$ cat src/rtl/beehive_vr_pkg.sv
// beehive_vr_pkg: shared widths for the log header / log stream datapath.
// Consumers import these to size log addresses, log data beats and the
// per-stream metadata that rides alongside the log data.
package beehive_vr_pkg;

  // Log header ring depth; address ports carry one extra wrap bit (MSB).
  localparam int LOG_HDR_DEPTH_W = 8;
  // Log data beat width in bits.
  localparam int LOG_W           = 512;
  // Generic integer field width (view numbers etc.).
  localparam int INT_W           = 32;
  // UDP length field width.
  localparam int UDP_LENGTH_W    = 16;

endpackage

$ cat src/rtl/log_reader_rr_pick.sv
// log_reader_rr_pick: combinational round-robin picker.
// Searches req starting at the index after last_idx and wrapping around.
//   req       : request vector
//   last_idx  : index served most recently
//   grant     : one-hot winner (all zero when nothing requests)
//   grant_idx : binary index of the winner
//   grant_val : any request present
module log_reader_rr_pick #(
  parameter int NUM_REQ = 2,
  parameter int IDX_W   = (NUM_REQ > 1) ? $clog2(NUM_REQ) : 1
) (
  input  logic [NUM_REQ-1:0] req,
  input  logic [IDX_W-1:0]   last_idx,
  output logic [NUM_REQ-1:0] grant,
  output logic [IDX_W-1:0]   grant_idx,
  output logic               grant_val
);

  // Walk offsets from farthest to nearest so the nearest requester after
  // last_idx is the final (winning) assignment.
  always_comb begin
    grant     = '0;
    grant_idx = '0;
    grant_val = 1'b0;
    for (int i = NUM_REQ; i >= 1; i--) begin
      int c;
      c = int'(last_idx) + i;
      if (c >= NUM_REQ) c = c - NUM_REQ;
      if (req[c]) begin
        grant_val = 1'b1;
        grant_idx = IDX_W'(c);
        grant     = '0;
        grant[c]  = 1'b1;
      end
    end
  end

endmodule

$ cat src/rtl/log_reader_arbiter.sv
// log_reader_arbiter: shares one log reader between NUM_REQ requesters.
// IDLE picks a requester round-robin and accepts its range, ISSUE presents
// the latched range to the reader, STREAM steers the reader's data stream
// to the owner until the last beat transfers.
//   clk, rst                      : clock, async active-high reset
//   req_arb_*                     : per-requester range requests
//   arb_req_rdy                   : one-hot request accept (IDLE only)
//   arb_reader_req_*              : range request to the log reader
//   reader_arb_data_*             : log reader output stream
//   arb_reader_data_rdy           : backpressure to the log reader
//   arb_req_data_*                : stream to the owner (payload broadcast)
//   arb_busy                      : high whenever not IDLE
module log_reader_arbiter
  import beehive_vr_pkg::*;
#(
  parameter int NUM_REQ        = 2,
  parameter int LOG_PADBYTES_W = $clog2(LOG_W/8)
) (
  input  logic                                          clk,
  input  logic                                          rst,

  input  logic [NUM_REQ-1:0]                            req_arb_val,
  input  logic [NUM_REQ-1:0][LOG_HDR_DEPTH_W:0]         req_arb_addr_start,
  input  logic [NUM_REQ-1:0][LOG_HDR_DEPTH_W:0]         req_arb_addr_end,
  output logic [NUM_REQ-1:0]                            arb_req_rdy,

  output logic                                          arb_reader_req_val,
  output logic [LOG_HDR_DEPTH_W:0]                      arb_reader_addr_start,
  output logic [LOG_HDR_DEPTH_W:0]                      arb_reader_addr_end,
  input  logic                                          reader_arb_req_rdy,

  input  logic                                          reader_arb_data_val,
  input  logic [INT_W-1:0]                              reader_arb_last_view,
  input  logic [UDP_LENGTH_W-1:0]                       reader_arb_entries_len,
  input  logic [LOG_W-1:0]                              reader_arb_data,
  input  logic [LOG_PADBYTES_W-1:0]                     reader_arb_padbytes,
  input  logic                                          reader_arb_last,
  output logic                                          arb_reader_data_rdy,

  output logic [NUM_REQ-1:0]                            arb_req_data_val,
  output logic [NUM_REQ-1:0]                            arb_req_data_last,
  output logic [INT_W-1:0]                              arb_req_last_view,
  output logic [UDP_LENGTH_W-1:0]                       arb_req_entries_len,
  output logic [LOG_W-1:0]                              arb_req_data,
  output logic [LOG_PADBYTES_W-1:0]                     arb_req_padbytes,
  input  logic [NUM_REQ-1:0]                            req_arb_data_rdy,

  output logic                                          arb_busy
);

  localparam int IDX_W = (NUM_REQ > 1) ? $clog2(NUM_REQ) : 1;

  typedef enum logic [1:0] {IDLE, ISSUE, STREAM} state_t;

  state_t                 state;
  logic [IDX_W-1:0]       last_served;
  logic [IDX_W-1:0]       owner;
  logic [LOG_HDR_DEPTH_W:0] addr_start_q;
  logic [LOG_HDR_DEPTH_W:0] addr_end_q;

  logic [NUM_REQ-1:0]     grant;
  logic [IDX_W-1:0]       grant_idx;
  logic                   grant_val;
  logic                   last_xfer;

  log_reader_rr_pick #(.NUM_REQ(NUM_REQ), .IDX_W(IDX_W)) u_pick (
    .req       (req_arb_val),
    .last_idx  (last_served),
    .grant     (grant),
    .grant_idx (grant_idx),
    .grant_val (grant_val)
  );

  assign last_xfer = reader_arb_data_val & arb_reader_data_rdy & reader_arb_last;

  always_ff @(posedge clk or posedge rst) begin
    if (rst) begin
      state        <= IDLE;
      last_served  <= IDX_W'(NUM_REQ-1);
      owner        <= '0;
      addr_start_q <= '0;
      addr_end_q   <= '0;
    end else begin
      case (state)
        IDLE: if (grant_val) begin
          owner        <= grant_idx;
          addr_start_q <= req_arb_addr_start[grant_idx];
          addr_end_q   <= req_arb_addr_end[grant_idx];
          state        <= ISSUE;
        end
        ISSUE: if (reader_arb_req_rdy) state <= STREAM;
        STREAM: if (last_xfer) begin
          last_served <= owner;
          state       <= IDLE;
        end
        default: state <= IDLE;
      endcase
    end
  end

  // Accept is combinational so the winner sees rdy in the cycle it is
  // picked; gated by rst so nothing is accepted while reset is held.
  assign arb_req_rdy           = (state == IDLE && !rst) ? grant : '0;
  assign arb_reader_req_val    = (state == ISSUE);
  assign arb_reader_addr_start = addr_start_q;
  assign arb_reader_addr_end   = addr_end_q;
  assign arb_busy              = (state != IDLE);
  assign arb_reader_data_rdy   = (state == STREAM) & req_arb_data_rdy[owner];

  always_comb begin
    arb_req_data_val  = '0;
    arb_req_data_last = '0;
    if (state == STREAM) begin
      arb_req_data_val[owner]  = reader_arb_data_val;
      arb_req_data_last[owner] = reader_arb_data_val & reader_arb_last;
    end
  end

  // Payload fields are shared by all requesters; only valid/last steer.
  assign arb_req_last_view   = reader_arb_last_view;
  assign arb_req_entries_len = reader_arb_entries_len;
  assign arb_req_data        = reader_arb_data;
  assign arb_req_padbytes    = reader_arb_padbytes;

endmodule

$ cat config.mk
export PLATFORM = sky130hd
export DESIGN_NAME = log_reader_arbiter
export DESIGN_NICKNAME = d
export VERILOG_FILES = /design/src/rtl/beehive_vr_pkg.sv /design/src/rtl/log_reader_rr_pick.sv /design/src/rtl/log_reader_arbiter.sv
export SDC_FILE = /design/constraint.sdc
export NUM_CORES = 1
export LEC_CHECK = 0
export BUFFER_PORTS_ARGS = -buffer_cell sky130_fd_sc_hd__buf_2
export CORE_AREA = 10 10 460 462
export DETAILED_ROUTE_END_ITERATION = 16
export DIE_AREA = 0 0 470 472
export GPL_TIMING_DRIVEN = 0
export SLEW_MARGIN = 5
export SYNTH_ARGS = -nofsm -noshare
export SYNTH_HDL_FRONTEND = slang
export SYNTH_SLANG_ARGS = --single-unit
$ cat constraint.sdc
create_clock -name clk -period 3.51 [get_ports clk]
set_input_delay 0.702 -clock clk [delete_from_list [all_inputs] [get_ports clk]]
set_output_delay 0.702 -clock clk [all_outputs]
set_load 0.1 [all_outputs]
Word level (Yosys, flattened, before mapping)
Index checks and enable logic that the tools add are counted.
{"block": "word_totals", "wordCells": 72, "out_inout_bits": 593, "inputBits": 611, "register_bits": 22}
{"block": "op_classes", "bitwise_logic": 6, "n_mux": 33, "addsub": 4, "magnitude_cmp": 9, "reduce_logical": 10, "n_eq_ne": 5}
{"op": "$ge A32 B1 Y1 const B", "count": 2}
{"op": "$ge A32 B3 Y1 const B", "count": 2}
{"op": "$lt A32 B3 Y1 const B", "count": 2}
{"op": "$mux W32", "count": 2}
{"op": "$sub A32 B3 Y32 const B", "count": 2}
{"op": "$mux W9", "count": 4}
{"op": "$mux W2", "count": 8}
{"op": "$mux W1", "count": 15}
{"op": "$pmux W2 S3", "count": 1}
{"op": "$and A1 B1 Y1", "count": 4}
{"op": "$and A2 B2 Y2", "count": 2}
{"op": "$logic_and A1 B1 Y1", "count": 4}
{"op": "$lt A1 B2 Y1 const B", "count": 2}
{"op": "$ne A2 B2 Y1 const B", "count": 2}
{"op": "$reduce_and A2 Y1", "count": 2}
{"op": "$add A1 B2 Y3 const B", "count": 1}
{"op": "$demux W1 S1", "count": 3}
{"op": "$reduce_and A3 Y1", "count": 1}
{"op": "$add A1 B1 Y2 const B", "count": 1}
{"op": "$eq A2 B1 Y1 const B", "count": 1}
{"op": "$eq A2 B2 Y1 const B", "count": 1}
{"op": "$logic_not A2 Y1", "count": 1}
{"op": "$ne A2 B1 Y1 const B", "count": 1}
{"op": "$reduce_bool A2 Y1", "count": 1}
{"op": "other kinds (2)", "count": 2}

Logic depth before layout (Yosys ltp)
Gate-level depths: netlist of run 1.
{"block": "logic_depth", "ltp_word": 10, "mapped_depth": 4, "ltp_nobuf": 3}

Hierarchy
Synthesis of run 1 repeated with hierarchy kept, for this count alone.
{"block": "unflattened", "hier_cells": 678, "hier_area_um2": 5410.2}
{"mod": "log_reader_arbiter", "area_per_inst_um2": 5377.7, "n_inst": 1, "seq_area_each_um2": 551.8, "cells_each": 673}
{"mod": "log_reader_rr_pick", "area_per_inst_um2": 32.5, "n_inst": 1, "seq_area_each_um2": 0.0, "cells_each": 5}

Worst setup path after synthesis of run 1
Ideal clock, no wire load.
{"block": "synth_timing", "kind": "register to output", "from": "register state[1]", "to": "output port arb_req_rdy[0]", "path_buffers": 0, "slack_ns": -0.414, "stages_incl_launch_ff": 3, "t_required_ns": 2.808, "arrival_time_ns": 3.222, "path_cell_list": "dfrtp_1 -> or2_1 -> nor3_1"}
{"block": "synth_between", "elab_chain_len": 3}
{"item": "start: declaration", "line": "log_reader_arbiter.sv:55", "text": "state_t state;"}
{"item": "start signal: assignment", "line": "log_reader_arbiter.sv:78", "text": "state <= IDLE;"}
{"item": "start signal: assignment", "line": "log_reader_arbiter.sv:89", "text": "state <= ISSUE;"}
{"item": "start signal: assignment", "line": "log_reader_arbiter.sv:91", "text": "ISSUE: if (reader_arb_req_rdy) state <= STREAM;"}
{"item": "$logic_not A2 Y1", "line": "log_reader_arbiter.sv:103", "text": "assign arb_req_rdy = (state == IDLE && !rst) ? grant : '0;"}
{"item": "$logic_and A1 B1 Y1", "line": "log_reader_arbiter.sv:103"}
{"item": "$mux W2", "line": "log_reader_arbiter.sv:103"}
{"item": "end: declaration", "line": "log_reader_arbiter.sv:25", "text": "output logic [NUM_REQ-1:0] arb_req_rdy,"}
Every way passes these cells.

Worst setup path after layout of run 1
{"block": "layout_timing", "from": "input port req_arb_val[0]", "to": "output port arb_req_rdy[1]"}
{"block": "layout_between", "elab_chain_len": 6, "word_cells_on_any_way": 9, "cone_classes": "mux: 9"}
{"item": "start: declaration", "line": "log_reader_arbiter.sv:22", "text": "input logic [NUM_REQ-1:0] req_arb_val,"}
{"item": "$mux W1 (implied by the code) (3 in a row)", "line": "log_reader_rr_pick.sv:29", "text": "if (req[c]) begin"}
{"item": "$mux W2", "line": "log_reader_rr_pick.sv:29"}
{"item": "$mux W2 (*)", "line": "log_reader_rr_pick.sv:29"}
{"item": "$mux W2 (*)", "line": "log_reader_arbiter.sv:103"}
Every way passes the cells marked *; elsewhere a longest branch is shown, timed or not. The select of a mux whose other input is x is not followed.

==> flow_metrics.env, run 1 <==
export IMPL_outcome="completed"
export IMPL_drtAntennaViolNets=0
export IMPL_numCtsBuffers=3
export IMPL_tightest_slew_ns=0.8412
export IMPL_cts_sinks=22
export IMPL_vias_per_cell=1.897
export IMPL_worst_slack_ns=0.9268
export IMPL_drv_cap=0
export IMPL_timing_fmax_mhz=387.1
export IMPL_fin_hold_ws_ns=0.5117
export IMPL_cts_tree="built"
export IMPL_yosysTopAreaCell="buf_4"
export IMPL_setup_tns_ns=0
export IMPL_placeableCoreArea_sq_mm=0.2019
export IMPL_synth_net_count=1266
export IMPL_areaGrowthSynthToFinish_pct=123.3
export IMPL_ys_ff_latch=22
export IMPL_clk_latency_ns=0.25
export IMPL_critPathKind="primary input to output pin"
export IMPL_rows=165
export IMPL_wl_per_cell_um=43.05
export IMPL_synth_edf_count=0
export IMPL_min_path_type="flip-flop to flip-flop"
export IMPL_grt_pass1_wl_mm=192.2
export IMPL_fill_cells=24035
export IMPL_yosysWarnings=0
export IMPL_skew_ns=0.001811
export IMPL_grt_max_degree=23
export IMPL_synth_area_leaders="buf_4 77%, mux2_4 9.8%, dfrtp_1 9.5%, nor2_1 0.54%, dfstp_2 0.48%"
export IMPL_cts_setup_buffers=0
export IMPL_numPortBuffers=637
export IMPL_gp_congestion=0.8335
export IMPL_clockBufferDepth=2
export IMPL_grt_util_all_layers=0.1482
export IMPL_die_h_um=472
export IMPL_finalNetCount=1908
export IMPL_rsz0062_at_grt="no"
export IMPL_io_pins=1204
export IMPL_slew_violations=0
export IMPL_yosysMostFrequentCell="buf_4"
export IMPL_grt_overflow_total=0
export IMPL_synth_cell_types=20
export IMPL_dieArea_sq_mm=0.2218
export IMPL_clockRootBuffer="clkbuf_16"
export IMPL_place_ws_ns=0.8931
export IMPL_avgSynthCellArea_sq_um=8.445
export IMPL_drcViolationCount=0
export IMPL_yosys_most_used_dff="dfrtp_1"
export IMPL_netlist_area_sq_mm=0.005532
export IMPL_cts_max_level=1
export IMPL_synthTopCellsByCount="568 x buf_4, 36 x mux2_4, 21 x dfrtp_1"
export IMPL_clk_pin_slew_ns=0.06
export IMPL_first_pass_iters=4
export IMPL_drtIter0Drc=347
export IMPL_startpoint_type="primary input"
export IMPL_worstPathRequired_ns=2.81
export IMPL_timing_hold_violations_final=0
export IMPL_power_density_mw_per_mm2=526.3
export IMPL_finalPower_mw=6.501
export IMPL_wl_mm=174.0
export IMPL_grt_pass1_vias=7116
export IMPL_finalSetupViolations=0
export IMPL_num_vias=7668
export IMPL_fp_dieW_um=470
export IMPL_final_util=0.06118
export IMPL_leakagePower_nw=5.941
export IMPL_ir_drop_uv=535.5
export IMPL_ys_seq_area_frac=0.09975
export IMPL_start_util=0.02740
export IMPL_yosysTopAreaCellShare=0.7709
export IMPL_dp_hpwl_mm=171.7
export IMPL_cts_hold_buf=0
export IMPL_min_period_ns=2.583
export IMPL_drive_gt1_frac=0.9630
export IMPL_worstPathMaxFanout=10
export IMPL_slew_headroom=0.4386
export IMPL_worstSetupEndpointType="output pin"
export IMPL_antenna_found_initial=321
export IMPL_cp_arrival_ns=1.88
export IMPL_post_cts_resized=0
export IMPL_finalCritPeriodShare=0.7359
export IMPL_async_reset_ff_frac=1.000
export IMPL_postSynthCellCount=655
==> layout make-up <==
class                      count  area, sq um  area share
timing repair buffer         637         3188      0.2581
multi-input combinational     59        678.2     0.05490
antenna                       74        185.2     0.01499
buffer                       570         4287      0.3470
sequential                    22        551.8     0.04467
tap                         2672         3343      0.2706
clock buffer                   3        75.07    0.006077
inverter                       4        15.01    0.001215
clock inverter                 1        30.03    0.002431
==> per-stage QoR <==
step | cells | cell area (sq um)
finish | 4042 | 12350
global route | 3976 | 12190
global placement | 3964 | 12060
detailed placement | 3964 | 12060
CTS | 3968 | 12170
floorplan | 655 | 5532
==> report_power, final <==
group / internal (mW) / switching (mW) / total, mW
Sequential: 0.389 / 0.0899 / 0.479
Clock: 0.226 / 0.0903 / 0.317
Combinational: 1.02 / 4.69 / 5.71
==> sequential cells by signal (all words and copies together) (netlist names) <==
name,flops
state,2
owner,1
arb_reader_addr_end,9
arb_reader_addr_start,9
last_served,1
==> kinds of logic after synthesis <==
| logic type | share of synthesized area |
|---|---|
| buffers and inverters | 0.7777 |
| DFF | 0.09975 |
| AOI/OAI and AO/OA | 0.004975 |
| and+or+nand+nor | 0.01425 |
| muxes | 0.1034 |
==> worst max-delay path: stages <==
cell     delay (ns)
buf_2          0.12
a21bo_1        0.21
buf_6          0.17
nor3_1         0.14
buf_2          0.51
==> layout by cell type (no fill, tap or decap) <==
| cell type | synthesis | final |
|---|---|---|
| a21bo_1 | 1 | 1 |
| a21o_1 | 1 | 1 |
| buf_2 | 0 | 637 |
| buf_4 | 568 | 568 |
| buf_6 | 2 | 2 |
| bufinv_16 | 0 | 1 |
| clkbuf_16 | 0 | 3 |
| dfrtp_1 | 21 | 21 |
| dfstp_2 | 1 | 1 |
| diode_2 | 0 | 74 |
| inv_1 | 4 | 4 |
| mux2_1 | 1 | 1 |
| mux2_4 | 36 | 36 |
| mux2i_1 | 2 | 2 |
| nand2_1 | 1 | 1 |
| nand2b_1 | 1 | 1 |
| nand3b_1 | 1 | 1 |
| nand4b_1 | 1 | 1 |
| nor2_1 | 8 | 8 |
| nor2b_1 | 1 | 1 |
| nor3_1 | 2 | 2 |
| o21ai_0 | 1 | 1 |
| o21ai_1 | 1 | 1 |
| or2_1 | 1 | 1 |
==> per-layer routing <==
layer / wire length [um] / part of all wire / GRT usage
met5: 1717 / 0.0099 / 0
met4: 1568 / 0.0090 / 0.001202
met3: 37150 / 0.21 / 0.1546
met2: 83610 / 0.48 / 0.2616
met1: 49960 / 0.29 / 0.1217
==> path summary, 6_finish.rpt <==
check	from	end	slack (ns)	depth (start not counted)
setup reg to reg	last_served	arb_reader_addr_start[2]	1.78	4
hold / removal	arb_reader_addr_end[2]	arb_reader_addr_end[2]	0.51	1
min in group asynchronous	rst	arb_reader_addr_end[0]	0.66	2
hold reg to reg	arb_reader_addr_end[2]	arb_reader_addr_end[2]	0.51	1
setup / recovery	req_arb_val[0]	arb_req_rdy[1]	0.93	5
max in group asynchronous	rst	arb_reader_addr_start[8]	2.34	2
Note: power is estimated with default switching activity, not from simulation.
==> inputs of run 2 (changes only) <==
--- a/config.mk
+++ b/config.mk
@@ -5,10 +5,11 @@
 export SDC_FILE = /design/constraint.sdc
 export NUM_CORES = 1
 export LEC_CHECK = 0
+export ABC_AREA = 1
 export BUFFER_PORTS_ARGS = -buffer_cell sky130_fd_sc_hd__buf_2
-export CORE_AREA = 10 10 460 462
+export CORE_AREA = 10 10 455 457
 export DETAILED_ROUTE_END_ITERATION = 16
-export DIE_AREA = 0 0 470 472
+export DIE_AREA = 0 0 465 467
 export GPL_TIMING_DRIVEN = 0
 export SLEW_MARGIN = 5
 export SYNTH_ARGS = -nofsm -noshare
==> constraint.sdc (replaced) <==
create_clock -name clk -period 2.43 [get_ports clk]
set_input_delay 0.486 -clock clk [delete_from_list [all_inputs] [get_ports clk]]
set_output_delay 0.486 -clock clk [all_outputs]
set_load 0.1 [all_outputs]
==> run 2 against run 1 <==
  * Flip-flop and latch count is the same
  * Critical path depth down 1
  * Clock skew increased by 0.012 ns
  * Sequential power increased by 42%
  * Via count rose by 10%
  * First-iteration DRC count increased by 12%
  * Non-clock buffer count rose by 6
  * Total power grew 44%
  * Critical endpoint is now arb_reader_data_rdy
  * Highest routed layer unchanged
==> flow_metrics.env, run 2 <==
export IMPL_outcome="completed"
export IMPL_fill_cells=23580
export IMPL_worstPathMaxFanout=6
export IMPL_final_cell_count_no_fill=4102
export IMPL_areaGrowthSynthToFinish_pct=123.6
export IMPL_yosysTopAreaCell="buf_4"
export IMPL_clk_pin_slew_ns=0.08
export IMPL_first_pass_iters=4
export IMPL_cp_arrival_ns=1.77
export IMPL_wl_per_cell_um=43.94
export IMPL_critPathKind="flip-flop to output pin"
export IMPL_synthTopCellsByCount="566 x buf_4, 90 x nand2_1, 37 x nand3_1"
export IMPL_dp_hpwl_mm=177.1
export IMPL_synth_cell_types=18
export IMPL_final_area_sq_mm=0.01232
export IMPL_ir_drop_uv=378.0
export IMPL_vias_per_cell=2.056
export IMPL_avgSynthCellArea_sq_um=7.328
export IMPL_dieArea_sq_mm=0.2172
export IMPL_worst_slack_ns=0.1762
export IMPL_grt_overflow_total=0
export IMPL_grt_util_all_layers=0.1574
export IMPL_numPortBuffers=637
export IMPL_place_inst=4045
export IMPL_drive_gt1_frac=0.8823
export IMPL_ys_ff_latch=22
export IMPL_drv_cap=0
export IMPL_grt_pass1_vias=7650
export IMPL_postSynthCellCount=752
export IMPL_cts_tree="built"
export IMPL_num_vias=8434
export IMPL_final_common_cell="buf_2"
export IMPL_grt_max_degree=24
export IMPL_clk_latency_ns=0.31
export IMPL_drtIter0Drc=390
export IMPL_fp_dieW_um=465
export IMPL_drcViolationCount=0
export IMPL_finalNetCount=2005
export IMPL_place_ws_ns=-0.3123
export IMPL_yosysMostFrequentCell="buf_4"
export IMPL_slew_headroom=0.4761
export IMPL_mostFrequentLayoutCells="637 x buf_2, 570 x buf_4, 90 x nand2_1, 37 x nand3_1, 21 x dfrtp_1"
export IMPL_yosys_most_used_dff="dfrtp_1"
export IMPL_netlist_area_sq_mm=0.005510
export IMPL_reg2regPathDepth=8
export IMPL_async_reset_ff_frac=1.000
export IMPL_finalPower_mw=9.345
export IMPL_worstSetupEndpointType="output pin"
export IMPL_io_pins=1204
export IMPL_yosysWarnings=0
export IMPL_antenna_found_initial=336
export IMPL_rsz0062_at_grt="no"
export IMPL_min_path_type="primary input to asynchronous set/reset pin"
export IMPL_ys_seq_area_frac=0.1001
export IMPL_grt_pass1_wl_mm=198.4
export IMPL_cts_max_level=1
export IMPL_clockRootBuffer="clkbuf_16"
export IMPL_yosysTopAreaCellShare=0.7711
export IMPL_start_util=0.02777
export IMPL_clockBufferDepth=2
export IMPL_tightest_slew_ns=0.7912
export IMPL_timing_hold_violations_final=0
export IMPL_finalCritPeriodShare=0.9275
export IMPL_synth_area_leaders="buf_4 77%, dfrtp_1 9.5%, nand2_1 6.1%, nand3_1 3.4%, inv_1 0.75%"
export IMPL_synth_edf_count=0
export IMPL_drtAntennaViolNets=0
export IMPL_gp_congestion=0.7967
export IMPL_timing_fmax_mhz=443.7
export IMPL_placeableCoreArea_sq_mm=0.1984
export IMPL_cts_sinks=22
export IMPL_leakagePower_nw=6.055
export IMPL_synth_net_count=1363
export IMPL_numCtsBuffers=3
export IMPL_postPlaceCellArea_sq_mm=0.01205
export IMPL_wl_mm=180.2
export IMPL_cts_setup_buffers=0
export IMPL_slew_violations=0
export IMPL_startpoint_type="flip-flop"
export IMPL_die_h_um=467
export IMPL_worstPathRequired_ns=1.94
export IMPL_rows=164
export IMPL_min_period_ns=2.254
export IMPL_skew_ns=0.01399
export IMPL_finalSetupViolations=0
export IMPL_power_density_mw_per_mm2=758.6
==> run 2: cell types whose count changed after synthesis, moves of 2 or more <==
cell      before  now
nand2_1        1   90
mux2i_1        2    0
mux2_4        36    0
nand3_1        0   37
nor2_1         8    4
buf_2          0    6
clkbuf_1       0    2
nor3_1         2    5
inv_1          4   11
buf_4        568  566
==> run 2: where the power goes <==
| group | switching, mW | total [mW] | internal [mW] | leakage [nW] |
|---|---|---|---|---|
| clock network | 0.217 | 0.548 | 0.330 | 0.0514 |
| logic | 6.86 | 8.12 | 1.26 | 5.73 |
| registers | 0.132 | 0.679 | 0.548 | 0.272 |
| total | 7.21 | 9.35 | 2.14 | 6.06 |
==> run 2: worst max-delay path, cell delays in order (launching register included) <==
cell     delay, ns
dfrtp_1       0.56
inv_2         0.25
nand2_1       0.09
a21oi_2       0.18
buf_4         0.35
==> run 2: worst paths after layout <==
path	start	end	slack, ns
worst min register to register	arb_reader_addr_end[6]	arb_reader_addr_end[6]	0.48
min in group clk	reader_arb_req_rdy	state[0]	0.39
worst max register to register	last_served	arb_reader_addr_start[6]	0.66
worst max-delay path	owner	arb_reader_data_rdy	0.18
worst min-delay path	rst	arb_reader_addr_start[8]	0.16
max in group asynchronous	rst	last_served	1.92
==> run 2: metal layers <==
metal | up-vias | part of all wire | GRT usage
met5 | - | 0.012 | 0
li1 | 3092 | - | -
met1 | 3465 | 0.28 | 0.1230
met3 | 482 | 0.23 | 0.1749
met4 | 332 | 0.011 | 0.01147
met2 | 1063 | 0.48 | 0.2727
==> run 2: cells by family after synthesis <==
kind of cell	synth area share
buffers and inverters	0.7902
and+or+nand+nor	0.1065
DFF	0.1001
AOI/OAI and AO/OA	0.003178
==> run 2: cell type report <==
cell class / instances / area, sq um / area share
plain buffers: 576 / 4310 / 0.3499
multi-input cells: 142 / 641.9 / 0.05210
inverters: 12 / 47.55 / 0.003859
clock inverters: 1 / 30.03 / 0.002438
clock buffers: 3 / 75.07 / 0.006094
flip-flops and latches: 22 / 551.8 / 0.04479
well taps: 2656 / 3323 / 0.2698
diodes: 53 / 132.6 / 0.01077
repair buffers: 637 / 3207 / 0.2603
==> run 2: repair_timing <==
item,CTS,global route
resized for setup,10,2
hold buffers,0,0
pin swaps,0,0
setup endpoints to repair,6,2
cloned,0,0
endpoints found under the hold margin,0,0
==> run 2: through the flow <==
stage          TNS (ns)     util  hold WS [ns]
2_1_floorplan    -1.818        -        0.4700
3_3_place_gp     -1.588  0.06072        0.4531
3_5_place_dp    -0.5434  0.06072        0.4582
4_1_cts               0  0.06140        0.1698
5_1_grt               0  0.06149        0.1963
6_report              0  0.06209        0.1629
